[config.mk]
export PLATFORM = sky130hd
export DESIGN_NAME = seq_hit_display
export DESIGN_NICKNAME = d
export VERILOG_FILES = /design/src/rtl/seq_disp_pkg.sv /design/src/rtl/hex_to_seg7.sv /design/src/rtl/seq_hit_display.sv
export SDC_FILE = /design/constraint.sdc
export NUM_CORES = 1
export LEC_CHECK = 0
export BUFFER_PORTS_ARGS = -buffer_cell sky130_fd_sc_hd__clkbuf_2
export CAP_MARGIN = 20
export CORE_ASPECT_RATIO = 1.75
export CORE_MARGIN = 4
export CORE_UTILIZATION = 49
export DETAILED_ROUTE_END_ITERATION = 10
export PLACE_DENSITY_LB_ADDON = 0.3
export SETUP_SLACK_MARGIN = 0.15
export SLEW_MARGIN = 20
export SYNTH_ARGS = -nofsm -noshare
export SYNTH_HDL_FRONTEND = slang
export SYNTH_HIERARCHICAL = 1
export SYNTH_SLANG_ARGS = --single-unit
[constraint.sdc]
create_clock -name clk_2 -period 1.8 [get_ports clk_2]
set_input_delay 0.18 -clock clk_2 [delete_from_list [all_inputs] [get_ports clk_2]]
set_output_delay 0.18 -clock clk_2 [all_outputs]
set_load 0.05 [all_outputs]
[src/rtl/seq_disp_pkg.sv]
// Shared types and the hex seven-segment lookup table for the hit display.
package seq_disp_pkg;

  typedef enum logic [0:0] {IDLE, LIT} led_state_t;

  // Segment patterns, gfedcba in bits 6:0, bit 7 always 0.
  localparam logic [7:0] SEG7_HEX [16] = '{
    8'h3F, 8'h06, 8'h5B, 8'h4F, 8'h66, 8'h6D, 8'h7D, 8'h07,
    8'h7F, 8'h6F, 8'h77, 8'h7C, 8'h58, 8'h5E, 8'h79, 8'h71
  };

endpackage

[src/rtl/hex_to_seg7.sv]
// Combinational 4-bit hex to seven-segment encoder.
module hex_to_seg7
  import seq_disp_pkg::*;
(
  input  logic [3:0] hex,
  output logic [7:0] seg7
);

  // Table lookup; every 4-bit value has an entry.
  always_comb begin
    seg7 = SEG7_HEX[hex];
  end

endmodule

[src/rtl/seq_hit_display.sv]
// Counts rising edges of the sequence detector output, shows the count (or a
// frozen snapshot) on the seven-segment bus, and stretches each hit on an LED.
module seq_hit_display
  import seq_disp_pkg::*;
#(
  parameter int NBITS_COUNT = 4,
  parameter int NBITS_SEG   = 8,
  parameter int STRETCH     = 3
) (
  input  logic                   clk_2,
  input  logic                   reset,
  input  logic                   match_in,
  input  logic                   load,
  input  logic [NBITS_COUNT-1:0] data_in,
  input  logic                   freeze,
  output logic [NBITS_SEG-1:0]   seg,
  output logic [NBITS_COUNT-1:0] hit_count,
  output logic                   hit_led,
  output logic                   overflow
);

  localparam logic [3:0] TIMER_RELOAD = 4'(STRETCH - 1);

  logic                   match_q;
  logic                   hit;
  logic [NBITS_COUNT-1:0] count_next;
  logic                   overflow_next;
  logic [NBITS_COUNT-1:0] snap;
  logic [NBITS_COUNT-1:0] disp_val;
  logic [7:0]             seg_enc;
  led_state_t             state;
  logic [3:0]             timer;

  assign hit = match_in & ~match_q;

  // Previous detector level for edge detection.
  always_ff @(posedge clk_2 or posedge reset) begin
    if (reset) match_q <= 1'b0;
    else       match_q <= match_in;
  end

  // Next counter/overflow value: load wins over a coincident hit.
  always_comb begin
    count_next    = hit_count;
    overflow_next = overflow;
    if (load) begin
      count_next    = data_in;
      overflow_next = 1'b0;
    end else if (hit) begin
      count_next = hit_count + NBITS_COUNT'(1);
      if (hit_count == '1) overflow_next = 1'b1;
    end
  end

  // Counter, sticky overflow and display snapshot registers.
  always_ff @(posedge clk_2 or posedge reset) begin
    if (reset) begin
      hit_count <= '0;
      overflow  <= 1'b0;
      snap      <= '0;
    end else begin
      hit_count <= count_next;
      overflow  <= overflow_next;
      if (!freeze) snap <= count_next;
    end
  end

  // Value presented to the encoder: snapshot while frozen, live count otherwise.
  always_comb begin
    disp_val = freeze ? snap : hit_count;
  end

  hex_to_seg7 u_hex_to_seg7 (
    .hex  (disp_val[3:0]),
    .seg7 (seg_enc)
  );

  // Registered segment output.
  always_ff @(posedge clk_2 or posedge reset) begin
    if (reset) seg <= NBITS_SEG'(SEG7_HEX[0]);
    else       seg <= NBITS_SEG'(seg_enc);
  end

  // Retriggerable LED stretcher: a hit in LIT reloads the timer.
  always_ff @(posedge clk_2 or posedge reset) begin
    if (reset) begin
      state <= IDLE;
      timer <= '0;
    end else begin
      case (state)
        IDLE: begin
          if (hit) begin
            state <= LIT;
            timer <= TIMER_RELOAD;
          end
        end
        LIT: begin
          if (hit)              timer <= TIMER_RELOAD;
          else if (timer == '0) state <= IDLE;
          else                  timer <= timer - 4'd1;
        end
        default: begin
          state <= IDLE;
          timer <= '0;
        end
      endcase
    end
  end

  assign hit_led = (state == LIT);

endmodule

* Word level (Yosys, flattened, before mapping)
Memories as Yosys holds them, arrays and structs flattened. A register that Yosys moved wholly into a read port is not among the register bits.
Index checks and enable logic that the tools add are counted.
W data, S select, Z words.
** Operators by class
- $add $sub $neg :: 2
- Eq/ne operators :: 3
- Muxes and demuxes :: 14
- Bitwise logic cells :: 4
- Reduce and logical (&&, ||, !) cells :: 5
** Operators by type and width (count)
- $mux W4 :: 6
- $pmux W4 S2 :: 1
- $mux W1 :: 6
- $not A4 Y5 :: 1
- $add A4 B1 Y4 const B :: 1
- $eq A4 B4 Y1 const B :: 1
- $logic_not A4 Y1 :: 1
- $reduce_and A2 Y1 :: 2
- $reduce_bool A2 Y1 :: 2
- $sub A4 B1 Y4 const B :: 1
- $ne A3 B3 Y1 const B :: 1
- $ne A2 B2 Y1 const B :: 1
- $not A1 Y1 :: 2
- $pmux W1 S2 :: 1
- $and A1 B1 Y1 :: 1
** Storage, ports and cells
- Register bits after elaboration :: 15
- ROM bits :: 128
- Input bits :: 9
- Output and inout port bits :: 14
- Logic and storage cells :: 35
- Memories :: 1
** Memory list
- (name not given) :: depth 16, bits a word 8, read ports 1, clocked after Yosys merged registers in 1, wr ports 0, RTL line hex_to_seg7.sv:11 : seg7 = SEG7_HEX[hex];

* Depth between registers and ports, before layout
Gate-level depths: netlist (run 1).
- Depth in word-level cells :: 4
- Gate-level depth with buffers :: 6
- Mapped depth without buffers :: 6

* Modules after synthesis
The synthesis (run 1) kept the hierarchy.
** By module, submodules not included
- seq_hit_display :: instances 1, cells an instance 77, area an instance 988.4 µm², sequential area each 583.1 µm²
- hex_to_seg7 :: instances 1, cells an instance 34, area an instance 290.3 µm², sequential area each 0.0 µm²

* Worst setup path after synthesis (run 1)
No wires, ideal clock.
- Path type :: register to register
- From :: register hit_count[1]
- To :: register seg[3]
- Library setup time :: 93 ps
- Arrival time :: 1858 ps
- Setup slack :: -152 ps
- Cell stages (with the launch flop) :: 5
- Buffers on the path :: 0
- Period minus slack after synthesis :: 1952 ps
- Path through :: dfrtp_1 > mux2_1 > inv_1 > ha_1 > mux4_2
** On the way
- Longest elaborated chain between the ends :: 2
** RTL lines
- start, declared :: RTL line seq_hit_display.sv:17 : output logic [NBITS_COUNT-1:0] hit_count,
- start signal, assigned :: RTL line seq_hit_display.sv:62 : hit_count <= count_next;
- $mux W4 :: RTL line seq_hit_display.sv:70 : disp_val = freeze ? snap : hit_count;
- net disp_val[1] :: RTL line seq_hit_display.sv:29 : logic [NBITS_COUNT-1:0] disp_val;
- $not A4 Y5 (implied by the code) :: RTL line hex_to_seg7.sv:11
- end, declared :: RTL line seq_hit_display.sv:16 : output logic [NBITS_SEG-1:0] seg,
The timed path passes the listed nets, and every way through them passes these cells.
A chain may end at the register's enable or synchronous reset.

* Worst setup path in the final report (run 1)
- From :: register hit_count[0]
- To :: register seg[3]
Same word-level chain as after synthesis.

==> results.json, run 1 <==
{
  "status": "finished, violations left",
  "violations": "negative hold slack",
  "setup_viol": 0,
  "cts_tree": "done",
  "synth_top_area_share_pct": 33.3,
  "cts_buffer_depth": 2,
  "fin_skew_ns": 0.00168,
  "ant_nets": 0,
  "rows": 24,
  "postPlaceCellArea_um2": 1430,
  "netlist_top_cells_area": "dfrtp_1, dfstp_2, ha_1",
  "place.gp.congestion": 0.766,
  "fin_tns_setup_ns": 0,
  "insertedDiodeCount": 0,
  "peakVddDrop_uv": 673,
  "wl_per_cell_um": 14.7,
  "period_minus_slack_ns": 1.60,
  "arrival_ns": 1.78,
  "required_ns": 1.98,
  "cts-root-buf": "clkbuf_8",
  "synth_warnings": 6,
  "cap_violations": 0,
  "cts.sinks": 23,
  "grt_util_all_layers_pct": 16.8,
  "io_pins": 23,
  "grt_max_degree": 19,
  "core_um2": 2490,
  "drt_wl_total_um": 2400,
  "syn_to_final_growth_pct": 17.7,
  "start_util_pct": 51.3,
  "final_cells": 163,
  "hold_violations": 17,
  "synth_fp_nets": 129,
  "ys_seq_area_share_pct": 45.6,
  "syn_inst": 111,
  "drt_iter0_drc": 14,
  "synth_edf_count": 0,
  "reg2reg_depth": 5,
  "slew_headroom_pct": 54.0,
  "powerDensity_nw_per_um2": 1250,
  "hp-class": "input port to async pin",
  "timing.final.crit_share_pct": 88.8,
  "p_leak_nw": 0.712,
  "vias": 895,
  "syn_area_per_cell_um2": 11.5,
  "grt_pass1_vias": 966,
  "post-route-cell-area_um2": 1510,
  "tightest_slew_ns": 0.689,
  "syn-cell-area_um2": 1280,
  "drive_gt1_share_pct": 43.1,
  "routed_via_density": 5.49,
  "start_kind": "flop",
  "yosysUniqueCellTypes": 39,
  "yosysTopAreaCell": "dfrtp_1",
  "drc_errors": 0,
  "fmax_mhz": 625,
  "die_h_um": 75.6,
  "die_w_um": 46.6,
  "die_area_um2": 3520,
  "nNetsFinal": 156,
  "drv_slew": 0,
  "crit_path_max_fanout": 4,
  "antenna_found_initial": 0,
  "overflow": 0,
  "htreeDepth": 1,
  "ys_ff_latch": 23,
  "cts_buffers": 3,
  "async_flop_share_pct": 100,
  "dp_hpwl_um": 1880,
  "dpl.cell_count": 157,
  "whs_ns": -0.00683,
  "rsz0062_at_grt": "no",
  "fin_util_pct": 60.4,
  "dr.pass1.iters": 4,
  "crit_path_end_kind": "flop",
  "critPathKind": "flop to flop",
  "startpoint": "hit_count[0]",
  "hold_buffers": 0,
  "cts.clk_slew.worst_paths_ns": 0.08,
  "dominantRegCellSynth": "dfrtp_1",
  "grt_pass1_wl_um": 4170,
  "clk_latency_ns": 0.26,
  "io_buffers": 22,
  "r2r_start": "hit_count[0]"
}
[cell usage after synthesis, types with 2 or more instances]
cell type,count
nand2_1,7
mux4_2,2
a211o_1,2
mux2_2,4
xnor2_1,4
dfstp_2,6
nor2_1,6
inv_1,12
ha_1,9
nor2b_1,3
nand3b_1,2
nand2b_1,3
a21oi_1,2
mux2_1,2
o31ai_2,2
buf_6,2
dfrtp_1,17
o21ai_1,5
[cells by family (layout without fill, tap and decap cells)]
| group | count (synthesis) | in the layout | share of synthesized area [%] |
|---|---|---|---|
| multiplexers | 9 | 9 | 9.59 |
| XOR/XNOR | 5 | 5 | 3.42 |
| flip-flops | 23 | 23 | 45.6 |
| AND/OR/NAND/NOR | 29 | 29 | 15.4 |
| adder cells (fa/ha/maj) | 9 | 9 | 8.81 |
| AO/OA/AOI/OAI | 17 | 17 | 10.1 |
| buffers and inverters | 18 | 44 | 6.85 |
| other | 1 | 1 | 0.293 |
[flip-flops by register name, indices dropped and copies added, names as in the netlist]
register	cells
seg	8
hit_count	4
snap	4
timer	4
hit_led	1
match_q	1
overflow	1
[placed cells by master (no fill, tap or decap), types with 2 or more instances in the layout]
cell type | synthesis | routed
mux4_2 | 2 | 2
inv_1 | 12 | 10
buf_4 | 1 | 5
dfstp_2 | 6 | 6
mux2_4 | 0 | 2
nor2b_1 | 3 | 3
clkbuf_2 | 0 | 22
inv_2 | 1 | 2
nor2_1 | 6 | 6
nand2b_1 | 3 | 3
nand2_1 | 7 | 7
a211o_1 | 2 | 2
dfrtp_2 | 0 | 4
ha_1 | 9 | 8
mux2_2 | 4 | 4
a21oi_1 | 2 | 2
xnor2_1 | 4 | 4
dfrtp_1 | 17 | 13
o21ai_1 | 5 | 4
nand3b_1 | 2 | 2
clkbuf_8 | 0 | 3
[worst paths after layout]
path | to | slack (ns)
worst min register to register | overflow | 0.51
min in group clk_2 | match_q | 0.05
worst min-delay path | match_q | -0.007
worst max register to register | seg[3] | 0.20
worst max-delay path | seg[3] | 0.20
max in group asynchronous | seg[0] | 1.17
[final cells by class]
| cell class | count | area (um^2) |
|---|---|---|
| sequential | 23 | 588 |
| tap | 26 | 32.5 |
| clock buffer | 4 | 45.0 |
| multi-input combinational | 70 | 641 |
| timing repair buffer | 27 | 148 |
| inverter | 13 | 51.3 |
| fill | 226 | 987 |
[metrics by stage]
stage / setup WS, ns / total power [mW] / hold slack, ns
floorplan: 0.108 / 1.38 / 0.177
CTS: 0.182 / 1.89 / 0.00894
global route: 0.154 / 2.02 / 0.0296
finish: 0.201 / 1.89 / -0.00683
global placement: 0.219 / 1.52 / 0.291
detailed placement: 0.140 / 1.54 / 0.299
[critical path, cell delays in order (launching register included)]
cell and delay, ns:
dfrtp_2 0.41, mux2_4 0.30, inv_2 0.12, ha_1 0.19, inv_1 0.04, mux4_2 0.45
[power breakdown]
group | internal [mW] | switching (mW)
Sequential | 0.663 | 0.0882
Clock | 0.158 | 0.159
Combinational | 0.301 | 0.518
[metal layers]
layer	global-route usage, %	up-vias	part of all wire [%]
met5	0	-	0
met1	16.1	429	34
met4	11.7	0	3.7
li1	-	427	-
met2	31.0	31	58
met3	2.13	8	5.1
[repair_timing]
item / 4_1_cts / 5_1_grt
setup endpoints to repair: 2 / 4
endpoints found under the hold margin: 0 / 0
resized for setup: 0 / 3
cloned: 0 / 0
setup buffers: 2 / 0
(Power assumes the default switching activity.)
==> run 2: changes to the inputs <==
Settings changed: HOLD_SLACK_MARGIN set to 0.02.
==> run 2 against run 1 <==
Against the previous run:
- the run now ends clean
- clock power is essentially flat
- die area stayed put
- routed wire length up 2.2%
- register-to-register slack is essentially flat
- critical path type unchanged
==> results.json, run 2 (synthesis gave the netlist of run 1 again) <==
{
  "cts_buffer_depth": 2,
  "largest_register": "seg",
  "period_minus_slack_ns": 1.60,
  "htreeDepth": 1,
  "die_w_um": 46.6,
  "grt_pass1_vias": 968,
  "path_cells": "mux2_4, inv_2, ha_1, inv_1, mux4_2",
  "grt_pass1_wl_um": 4180,
  "crit_family": "multiplexers",
  "rows": 24,
  "fmax_mhz": 625,
  "die_h_um": 75.6,
  "slew_headroom_pct": 53.9,
  "cts.clk_slew.worst_paths_ns": 0.08,
  "critPathBufInv": 2,
  "largest_register_ff_count": 8,
  "rsz0062_at_grt": "no",
  "drt_wl_total_um": 2450,
  "powerDensity_nw_per_um2": 1250,
  "clk_latency_ns": 0.26,
  "cts.sinks": 23,
  "cts_buffers": 3,
  "ant_nets": 0,
  "start_util_pct": 51.3,
  "fill_cells": 225,
  "io_buffers": 22,
  "setup_viol": 0,
  "cts-root-buf": "clkbuf_8",
  "die_area_um2": 3520,
  "peakVddDrop_uv": 677,
  "cp_slowest_cell": "mux4_2",
  "grt_util_all_layers_pct": 16.8,
  "start_kind": "flop",
  "hold_violations": 0,
  "syn_to_final_growth_pct": 18.5,
  "grt_use_met1_pct": 16.3,
  "vias": 901,
  "slowest_delay_ns": 0.45,
  "critPathKind": "flop to flop",
  "tightest_slew_ns": 0.690,
  "met2_usage_pct": 31.0,
  "cts_tree": "done",
  "routed_via_density": 5.49,
  "layout_commonest_cell": "clkbuf_2",
  "core_um2": 2490,
  "grtUsageMet3_pct": 2.13,
  "timing.final.crit_share_pct": 88.8,
  "crit_path_max_fanout": 4,
  "p_leak_nw": 0.716,
  "dr.pass1.iters": 4,
  "arrival_ns": 1.79,
  "grt_max_degree": 19,
  "pre_cts_ws_ns": 0.140,
  "insertedDiodeCount": 0,
  "layout_setup_ws_ns": 0.201,
  "status": "completed",
  "nNetsFinal": 157,
  "overflow": 0,
  "hp-class": "input port to flop",
  "drive_gt1_share_pct": 42.8,
  "drc_errors": 0,
  "antenna_found_initial": 0,
  "place.gp.congestion": 0.766,
  "fin_tns_setup_ns": 0,
  "required_ns": 1.99,
  "drt_iter0_drc": 14,
  "dp_hpwl_um": 1880,
  "cap_violations": 0,
  "crit_path_end_kind": "flop",
  "fin_skew_ns": 0.00250,
  "drv_slew": 0,
  "io_pins": 23,
  "grt.busiest_layer": "met2",
  "wl_per_cell_um": 14.9,
  "final_cell_mix": "clkbuf_2, dfrtp_1, inv_1"
}
[run 2: cell types whose count changed in the layout (fill, tap and decap cells not counted)]
cell / change
dlygate4sd3_1: +1
[run 2: what timing repair did]
action,4_1_cts,5_1_grt
endpoints found under the setup margin,2,4
hold endpoints to repair,17,0
hold buffers,1,0
setup buffers,2,0
resized for setup,0,3
[run 2: through the flow]
stage	util [%]	cells	power [mW]	hold WS, ns	instance area (um^2)
after CTS	60.2	164	1.89	0.0461	1500
after detailed placement	57.4	157	1.54	0.299	1430
final	60.8	164	1.89	0.0529	1520
after global routing	60.8	164	2.02	0.0477	1520
after global placement	57.4	157	1.52	0.291	1430
after floorplan	-	111	1.38	0.177	1300
[run 2: final timing paths]
| check | startpoint | endpoint | slack [ns] | cells after the start |
|---|---|---|---|---|
| min in group asynchronous | reset | hit_count[0] | 0.54 | 3 |
| worst min register to register | overflow | overflow | 0.51 | 2 |
| worst max register to register | hit_count[0] | seg[3] | 0.20 | 5 |
| max in group asynchronous | reset | seg[0] | 0.62 | 4 |
| worst max-delay path | hit_count[0] | seg[3] | 0.20 | 5 |
| worst min-delay path | match_in | match_q | 0.05 | 1 |
[run 2: worst register-to-register path: stages, from the launching register on]
cell and delay (ns):
dfrtp_2 0.41, mux2_4 0.30, inv_2 0.12, ha_1 0.19, inv_1 0.04, mux4_2 0.45
[run 2: power by group]
part           internal (mW)  switching, mW
clock network          0.158          0.159
logic                  0.302          0.520
registers              0.663         0.0892
total                   1.12          0.769
[run 2: layout make-up]
| class | count | area (um^2) | share of cell area (%) |
|---|---|---|---|
| tap | 26 | 32.5 | 2.15 |
| inverter | 13 | 51.3 | 3.39 |
| timing repair buffer | 28 | 158 | 10.4 |
| multi-input combinational | 70 | 641 | 42.3 |
| sequential | 23 | 588 | 38.8 |
| clock buffer | 4 | 45.0 | 2.97 |
[run 2: per-layer routing]
metal / vias to the layer above / part of all wire [%]
met5: - / 0
met3: 8 / 4.4
met2: 23 / 57
met4: 0 / 3.6
met1: 439 / 35
li1: 431 / -
